===== src/rtl/fft_pkg.sv =====
// Shared types and width helpers for the radix-2 DIF FFT control blocks.
package fft_pkg;

  typedef logic [1:0] state_t;

  localparam state_t ST_IDLE  = 2'd0;
  localparam state_t ST_ISSUE = 2'd1;
  localparam state_t ST_DRAIN = 2'd2;
  localparam state_t ST_DONE  = 2'd3;

  // Default-configuration widths (N = 32).
  localparam int unsigned FFT_N_DEF   = 32;
  localparam int unsigned FFT_LOG2N   = $clog2(FFT_N_DEF);
  localparam int unsigned FFT_PAIR_W  = $clog2(FFT_N_DEF / 2);
  localparam int unsigned FFT_STAGE_W = ($clog2(FFT_LOG2N) > 1) ? $clog2(FFT_LOG2N) : 1;

  function automatic int unsigned pair_w_f(input int unsigned n);
    return $clog2(n / 2);
  endfunction

  function automatic int unsigned stage_w_f(input int unsigned n);
    int unsigned l2;
    l2 = $clog2($clog2(n));
    return (l2 > 1) ? l2 : 1;
  endfunction

  // (pair mod (N >> (stage+1))) << stage; the modulus is a power of two.
  function automatic int unsigned twiddle_f(input int unsigned pair,
                                            input int unsigned stg,
                                            input int unsigned log2n);
    int unsigned mask;
    mask = (32'd1 << (log2n - stg - 1)) - 32'd1;
    return (pair & mask) << stg;
  endfunction

endpackage


===== src/rtl/fft_drain_timer.sv =====
// Loadable down-counter with zero flag; used to wait out a fixed pipeline latency.
module fft_drain_timer #(
  parameter int W = 3
) (
  input  logic         clk,
  input  logic         reset,
  input  logic         clr,
  input  logic         load,
  input  logic [W-1:0] load_val,
  input  logic         en,
  output logic         zero
);

  logic [W-1:0] cnt_d, cnt_q;

  always_comb begin
    cnt_d = cnt_q;
    if (clr)
      cnt_d = '0;
    else if (load)
      cnt_d = load_val;
    else if (en && cnt_q != '0)
      cnt_d = cnt_q - W'(1);
  end

  always_ff @(posedge clk or posedge reset) begin
    if (reset) cnt_q <= '0;
    else       cnt_q <= cnt_d;
  end

  assign zero = (cnt_q == '0);

endmodule


===== src/rtl/fft_stage_sequencer.sv =====
// Stage-by-stage butterfly/twiddle issue sequencer for the in-place radix-2 DIF FFT,
// with internal pipeline drain between stages and per-frame bank rotation.
module fft_stage_sequencer
  import fft_pkg::*;
#(
  parameter int N          = 32,
  parameter int PIPE_DEPTH = 4,
  parameter int NUM_BANKS  = 2,
  parameter int PAIR_W     = pair_w_f(N),
  parameter int STAGE_W    = stage_w_f(N),
  parameter int BANK_W     = (NUM_BANKS > 1) ? $clog2(NUM_BANKS) : 1
) (
  input  logic               clk,
  input  logic               reset,
  input  logic               start,
  output logic               start_ready,
  input  logic               inverse_in,
  input  logic               abort,
  input  logic               issue_stall,
  output logic               issue_valid,
  output logic [PAIR_W-1:0]  pair_id,
  output logic [PAIR_W-1:0]  twiddle_idx,
  output logic [STAGE_W-1:0] stage,
  output logic [BANK_W-1:0]  bank,
  output logic               inverse,
  output logic               busy,
  output logic               done
);

  localparam int unsigned LOG2N   = $clog2(N);
  localparam int          DRAIN_W = $clog2(PIPE_DEPTH) + 1;

  localparam logic [PAIR_W-1:0]  PAIR_LAST  = PAIR_W'(N / 2 - 1);
  localparam logic [STAGE_W-1:0] STAGE_LAST = STAGE_W'(LOG2N - 1);
  localparam logic [BANK_W-1:0]  BANK_LAST  = BANK_W'(NUM_BANKS - 1);
  localparam logic [DRAIN_W-1:0] DRAIN_LOAD = DRAIN_W'(PIPE_DEPTH - 1);

  state_t               state_d, state_q;
  logic [PAIR_W-1:0]    pair_id_d, pair_id_q;
  logic [STAGE_W-1:0]   stage_d, stage_q;
  logic [BANK_W-1:0]    bank_d, bank_q;
  logic                 inverse_d, inverse_q;
  logic                 drain_clr, drain_load, drain_en, drain_zero;

  fft_drain_timer #(.W(DRAIN_W)) u_drain (
    .clk      (clk),
    .reset    (reset),
    .clr      (drain_clr),
    .load     (drain_load),
    .load_val (DRAIN_LOAD),
    .en       (drain_en),
    .zero     (drain_zero)
  );

  always_comb begin
    state_d    = state_q;
    pair_id_d  = pair_id_q;
    stage_d    = stage_q;
    bank_d     = bank_q;
    inverse_d  = inverse_q;
    drain_clr  = 1'b0;
    drain_load = 1'b0;
    drain_en   = 1'b0;
    if (abort) begin
      // Abort outranks everything, including a same-cycle start in IDLE.
      state_d   = ST_IDLE;
      pair_id_d = '0;
      stage_d   = '0;
      drain_clr = 1'b1;
    end else begin
      case (state_q)
        ST_IDLE: if (start) begin
          state_d   = ST_ISSUE;
          inverse_d = inverse_in;
          pair_id_d = '0;
          stage_d   = '0;
        end
        ST_ISSUE: if (!issue_stall) begin
          if (pair_id_q == PAIR_LAST) begin
            state_d    = ST_DRAIN;
            drain_load = 1'b1;
          end else begin
            pair_id_d = pair_id_q + PAIR_W'(1);
          end
        end
        ST_DRAIN: begin
          if (drain_zero) begin
            if (stage_q == STAGE_LAST) begin
              state_d = ST_DONE;
            end else begin
              state_d   = ST_ISSUE;
              stage_d   = stage_q + STAGE_W'(1);
              pair_id_d = '0;
            end
          end else begin
            drain_en = 1'b1;
          end
        end
        ST_DONE: begin
          state_d   = ST_IDLE;
          pair_id_d = '0;
          stage_d   = '0;
          bank_d    = (bank_q == BANK_LAST) ? '0 : bank_q + BANK_W'(1);
        end
        default: state_d = ST_IDLE;
      endcase
    end
  end

  always_ff @(posedge clk or posedge reset) begin
    if (reset) begin
      state_q   <= ST_IDLE;
      pair_id_q <= '0;
      stage_q   <= '0;
      bank_q    <= '0;
      inverse_q <= 1'b0;
    end else begin
      state_q   <= state_d;
      pair_id_q <= pair_id_d;
      stage_q   <= stage_d;
      bank_q    <= bank_d;
      inverse_q <= inverse_d;
    end
  end

  assign start_ready = (state_q == ST_IDLE);
  assign issue_valid = (state_q == ST_ISSUE);
  assign busy        = (state_q != ST_IDLE);
  assign done        = (state_q == ST_DONE);
  assign pair_id     = pair_id_q;
  assign stage       = stage_q;
  assign bank        = bank_q;
  assign inverse     = inverse_q;
  assign twiddle_idx = issue_valid ? PAIR_W'(twiddle_f(32'(pair_id_q), 32'(stage_q), LOG2N)) : '0;

endmodule


===== config.mk =====
export PLATFORM = sky130hd
export DESIGN_NAME = fft_stage_sequencer
export DESIGN_NICKNAME = d
export VERILOG_FILES = /design/src/rtl/fft_pkg.sv /design/src/rtl/fft_drain_timer.sv /design/src/rtl/fft_stage_sequencer.sv
export SDC_FILE = /design/constraint.sdc
export NUM_CORES = 1
export LEC_CHECK = 0
export ABC_AREA = 0
export CAP_MARGIN = 0
export CORE_UTILIZATION = 45
export CTS_BUF_LIST = sky130_fd_sc_hd__clkbuf_2
export DETAILED_ROUTE_END_ITERATION = 8
export MAX_ROUTING_LAYER = met4
export PLACE_DENSITY_LB_ADDON = 0.12
export SLEW_MARGIN = 5
export SYNTH_ARGS = -nofsm -noshare
export SYNTH_HDL_FRONTEND = slang
export SYNTH_SLANG_ARGS = --single-unit

===== constraint.sdc =====
create_clock -name clk -period 2.6 [get_ports clk]
set_input_delay 0.39 -clock clk [delete_from_list [all_inputs] [get_ports clk]]
set_output_delay 0.39 -clock clk [all_outputs]
set_load 0.05 [all_outputs]

* Yosys cells after proc, flatten, opt, wreduce, memory -nomap -nowiden
Cells that the tools add are included.
** Word-level totals
- Bits in latches :: 0
- Flip-flop bits (word level) :: 14
- Bits of input ports :: 6
- Bits in writable memories :: 0
- Bits in read-only memories :: 0
- Logic and storage cells :: 72
- Output and inout bits :: 17
- Memories kept :: 0
** Operators by class
- Reduce and logical (&&, ||, !) cells :: 12
- Mux-type cells :: 32
- Div/mod/pow operators :: 0
- Magnitude comparators :: 0
- Shifts and indexed selects :: 2
- Bitwise logic cells :: 2
- Add/subtract/negate cells :: 7
- Multipliers :: 0
- Equal/unequal tests :: 11
** Operators by type and width (number)
- bitwise AND 4 x 32 -> 32 bit :: 1
- left shift 1 x 32 -> 32 bit (first input constant) :: 1
- left shift 32 x 3 -> 4 bit :: 1
- subtractor 32 x 1 -> 32 bit (second input constant) :: 1
- two-way mux 4 bit :: 7
- two-way mux 3 bit :: 7
- case mux 4 bit (4 select lines) :: 1
- two-way mux 2 bit :: 6
- != test 3 bit (second input constant) :: 4
- two-way mux 1 bit :: 9
- case mux 3 bit (3 select lines) :: 1
- case mux 2 bit (4 select lines) :: 1
- AND reduction 4 bit :: 2
- != test 3 x 2 -> 1 bit (second input constant) :: 2
- nonzero test 3 bit :: 2
- AND reduction 5 bit :: 1
- subtractor 4 x 2 -> 5 bit (second input constant) :: 1
- adder 4 x 1 -> 4 bit (second input constant) :: 1
- equality test 2 bit (second input constant) :: 2
- equality test 4 bit (second input constant) :: 1
- nonzero test 4 bit :: 1
- subtractor 3 x 3 -> 4 bit (first input constant) :: 1
- adder 3 x 1 -> 3 bit (second input constant) :: 1
- equality test 3 bit (second input constant) :: 1
- 10 further kinds :: 10

* Depth between registers and ports, before layout
- Depth after elaboration :: 8
- Mapped depth :: 10
- Mapped depth without buffers :: 10

* By module
A second synthesis with hierarchy kept.
** Second synthesis, totals
- Cells, all modules :: 131
- Area, all modules :: 1193.6 µm²
** Modules (own cells, without submodules)
- fft_stage_sequencer :: area each 992.2 µm², times used 1, seq. area each 275.3 µm², cells each 109
- fft_drain_timer :: area each 201.4 µm², times used 1, seq. area each 75.1 µm², cells each 22

* Worst setup path before layout
OpenSTA, ideal clock, no wires.
- Kind :: register to output
- Start point :: reg stage_q[1] (netlist: stage[1])
- End point :: out twiddle_idx[3]
- Stages on the path, launching flop included :: 11
- Data required time :: 2.210 ns
- Path buffers :: 0
- Data arrival time :: 5.003 ns
- Setup slack :: -2.793 ns
- Path through :: dfrtp_1 inv_1 ha_1 inv_1 fa_1 nor3b_1 nand4_1 ha_1 nor3_1 a21oi_1 a2111oi_0
** Between the ends
- Cells in the longest elaborated chain, start to end :: 7
** Ends and longest elaborated chain
- start: declaration :: line fft_stage_sequencer.sv:40 : logic [STAGE_W-1:0] stage_d, stage_q;
- start signal: assignment :: line fft_stage_sequencer.sv:120 : stage_q <= stage_d;
- subtractor 3 x 3 -> 4 bit :: line fft_pkg.sv:32 : mask = (32'd1 << (log2n - stg - 1)) - 32'd1;
- subtractor 4 x 2 -> 5 bit :: line fft_pkg.sv:32
- left shift 1 x 32 -> 32 bit :: line fft_pkg.sv:32
- subtractor 32 x 1 -> 32 bit :: line fft_pkg.sv:32
- bitwise AND 4 x 32 -> 32 bit :: line fft_pkg.sv:33 : return (pair & mask) << stg;
- left shift 32 x 3 -> 4 bit * :: line fft_pkg.sv:33
- two-way mux 4 bit * :: line fft_stage_sequencer.sv:134 : assign twiddle_idx = issue_valid ? PAIR_W'(twiddle_f(32'(pair_id_q), 32'(stage_q), LOG2N)) : '0;
- end: declaration :: line fft_stage_sequencer.sv:22 : output logic [PAIR_W-1:0] twiddle_idx,
Every way passes the cells marked *; elsewhere a longest branch is shown, timed or not.

* Worst setup path in the final report
- Start point :: reg stage_q[1] (netlist: stage[1])
- End point :: out twiddle_idx[2]
The elaborated chain is that of the path after synthesis.

==> results.toml <==
[outcome]
status = "finished with violations"
violations = "negative setup slack"

[global_route]
grt_usage_pct = 23.50
grt_pass1_vias = 964
antenna_found_initial = 0
grt_pass1_wl_mm = 4.443
gr-total-overflow = 0
grt_max_degree = 15

[sta]
finalHoldViolations = 0
fin_crit_sh_pct = 125.2
max_freq_ghz = 0.3073
holdWs_ns = 0.4282
relSlewSlack_pct = 59.63
tightestPinTransition_ns = 0.5989
fin_setup_tns_ns = -2.335
setup_viol = 4
final-max-slew-violation-count = 0
skew_ns = 0.006204
finalWorstPathRequiredPeriod_ns = 3.255
fin_ws_ns = -0.6546
rsz0062_at_grt = "true"

[yosys]
yosys-top-cells-area = "dfrtp_1, ha_1, inv_1"
synth-edff-count = 0
synth.distinct_cells = 49
ys_seq_area_share_pct = 31.89
syn_nets = 134
ys.flop_type = "dfrtp_1"
syn_avg_cell_area_um2 = 9.310
synth_top_area_cell = "dfrtp_1"
async_flop_share_pct = 100.0
yosysWarningCount = 0
syn_area_um2 = 1099
synth_seq_cells = 14
synth_top_area_share_pct = 31.89
synth_cells = 118

[setup_path]
r2r_setup_slack_ns = 0.64
worstSetupEndpointType = "primary output"
path_cells = "clkinv_4, ha_4, inv_2, fa_1, nor3b_2, nand4_1, ha_1, or3_4, a31oi_4, buf_12"
cp_top_family = "adder cells"
critPathMaxFanout = 2
cp-start-kind = "flip-flop"
cp.required_ns = 2.21
critPathSlowestCell = "dfrtp_4"
timing.critical_path.buf_inv = 3
path_class = "flip-flop to primary output"
cp_data_arrival_time_ns = 2.86
crit_path_max_incr_delay_ns = 0.52

[routing]
drtIter0Drc = 16
drtAntennaViolNets = 0
routed_wl_mm = 2.564
routedWlPerCell_um = 13.93
vias = 1021
dr.pass1.iters = 4
drc = 0
avgViaCountPerCell = 5.549

[floorplanning]
fp.dieW_um = 51.41
start_util_pct = 48.72
core_um2 = 2255
dieArea_um2 = 2643
rows = 17
die_h_um = 51.41
io_pins = 23

[clock_network]
cts_hold_buf = 0
clk_path_buf_depth = 2
cts_root_buffer = "clkbuf_2"
clock_sinks = 14
clk_pin_slew_ns = 0.14
ctsHtreeMaxLevel = 1
clk_latency_ns = 0.28
cts_tree = "yes"
numCtsBuffers = 3

[finish]
areaGrowthSynthToFinish_pct = 45.67
fin_area_um2 = 1600
stdcell_count = 184
num_antenna_cells = 0
nets = 173
drive_gt1_share_pct = 31.41

[power_and_ir_drop]
p_int_w = 0.0004702
combPwrFrac_pct = 53.9
peakVddDrop_mv = 0.5169
power_frac_seq_pct = 32.9
power_frac_clock_pct = 13.3
p_switching_w = 0.0003770
leakage_nw = 0.6594
switching_share_pct = 44.50
fin_total_pwr_w = 0.0008473
power_density_nw_per_um2 = 529.4

[placement]
place.gp.congestion = 0.8524
portBuffers = 22
hpwl_mm = 1.919
placed_cell_area_um2 = 1556
dp_cells = 178

[hold_path]
hold_class = "input port to asynchronous set/reset pin"

[run]
cap_violations = 0
Yosys cell counts (all sizes together) (2+ instances only):
master   n
o41ai    2
xnor2    2
mux2i    3
inv     11
xor2     3
nor3b    4
nand3    6
dfrtp   14
nor2     5
and3     2
buf      2
nand2    7
nor3     2
mux2     2
or2      2
clkbuf   2
nand2b   4
nor4     4
or3b     2
ha       9
o21ai    5
a21oi    5
layer usage:
metal  wire (µm)  track usage [%]  up-vias
li1            -                -      500
met1        1264            30.81      498
met2        1202            35.50       21
met3          89            6.548        2
met4           8            6.306        0
met5           0                -        -
per-stage QoR:
step	worst slack [ns]	util, %
2_1_floorplan	-0.6597	-
3_3_place_gp	-0.3192	69.03
3_5_place_dp	-0.3601	69.03
4_1_cts	-0.6702	70.70
5_1_grt	-0.8005	70.98
6_report	-0.6546	70.98
flip-flops by register name, summed over array words and instances, names as in the netlist:
register	flops
inverse	1
bank	1
stage	3
u_drain.cnt_q	3
pair_id	4
state_q	2
cell type report:
class	instances	area [µm²]
Timing Repair Buffer	38	367.9
Fill cell	185	654.4
Clock buffer	4	20.02
Sequential cell	14	356.6
Multi-Input combinational cell	89	774.5
Inverter	11	46.29
Tap cell	28	35.03
placed cells by master, fill, tap and decap left out, types with 2 or more instances in the layout:
| cell | count |
|---|---|
| clkdlybuf4s50_1 | 18 |
| buf_4 | 17 |
| dfrtp_1 | 11 |
| inv_1 | 9 |
| ha_1 | 8 |
| nand2_1 | 7 |
| nand3_1 | 6 |
| nor2_1 | 5 |
| nand2b_1 | 4 |
| a21oi_1 | 4 |
| clkbuf_2 | 4 |
| mux2i_1 | 3 |
| xor2_1 | 3 |
| o21ai_0 | 3 |
| buf_12 | 3 |
| nor4_2 | 2 |
| and3_1 | 2 |
| or3b_4 | 2 |
| o21ai_1 | 2 |
| nor3b_1 | 2 |
| mux2_2 | 2 |
| or2_2 | 2 |
| xnor2_1 | 2 |
| dfrtp_2 | 2 |
kinds of logic (layout without fill, tap and decap cells):
group                    Yosys count  after routing  synth area share (%)
multiplexers                       5              5                 4.784
adder cells (fa/ha/maj)           10             10                 12.07
buffers and inverters             15             53                 6.264
AND/OR/NAND/NOR                   46             46                 26.08
XOR/XNOR                           5              5                 3.987
flip-flops                        14             14                 31.89
AO/OA/AOI/OAI                     23             23                 14.92
final timing paths:
kind	startpoint	endpoint	cells past startpoint
worst max register to register	stage[0]$_DFFE_PP0P_	pair_id[2]$_DFFE_PP0P_	6
worst max-delay path	stage[1]$_DFFE_PP0P_	twiddle_idx[2]	10
worst min-delay path	reset	stage[1]$_DFFE_PP0P_	2
min in group clk	bank$_DFFE_PP0P_	bank$_DFFE_PP0P_	1
worst min register to register	bank$_DFFE_PP0P_	bank$_DFFE_PP0P_	1
max in group asynchronous	reset	stage[1]$_DFFE_PP0P_	2
power by group through the flow:
stage | clock network (W) | registers [W] | logic (W)
6_report | 0.000112 | 0.000278 | 0.000456
5_1_grt | 0.000127 | 0.000283 | 0.000490
4_1_cts | 0.000118 | 0.000279 | 0.000457
3_5_place_dp | 0 | 0.000283 | 0.000448
3_3_place_gp | 0 | 0.000281 | 0.000440
2_1_floorplan | 0 | 0.000348 | 0.000239
what timing repair did:
action                     CTS  global route
buffers inserted             2             0
resized for setup            1             2
pin swaps                    4             3
setup endpoints to repair    4             4
No activity file was read; power rests on OpenSTA's default activity.
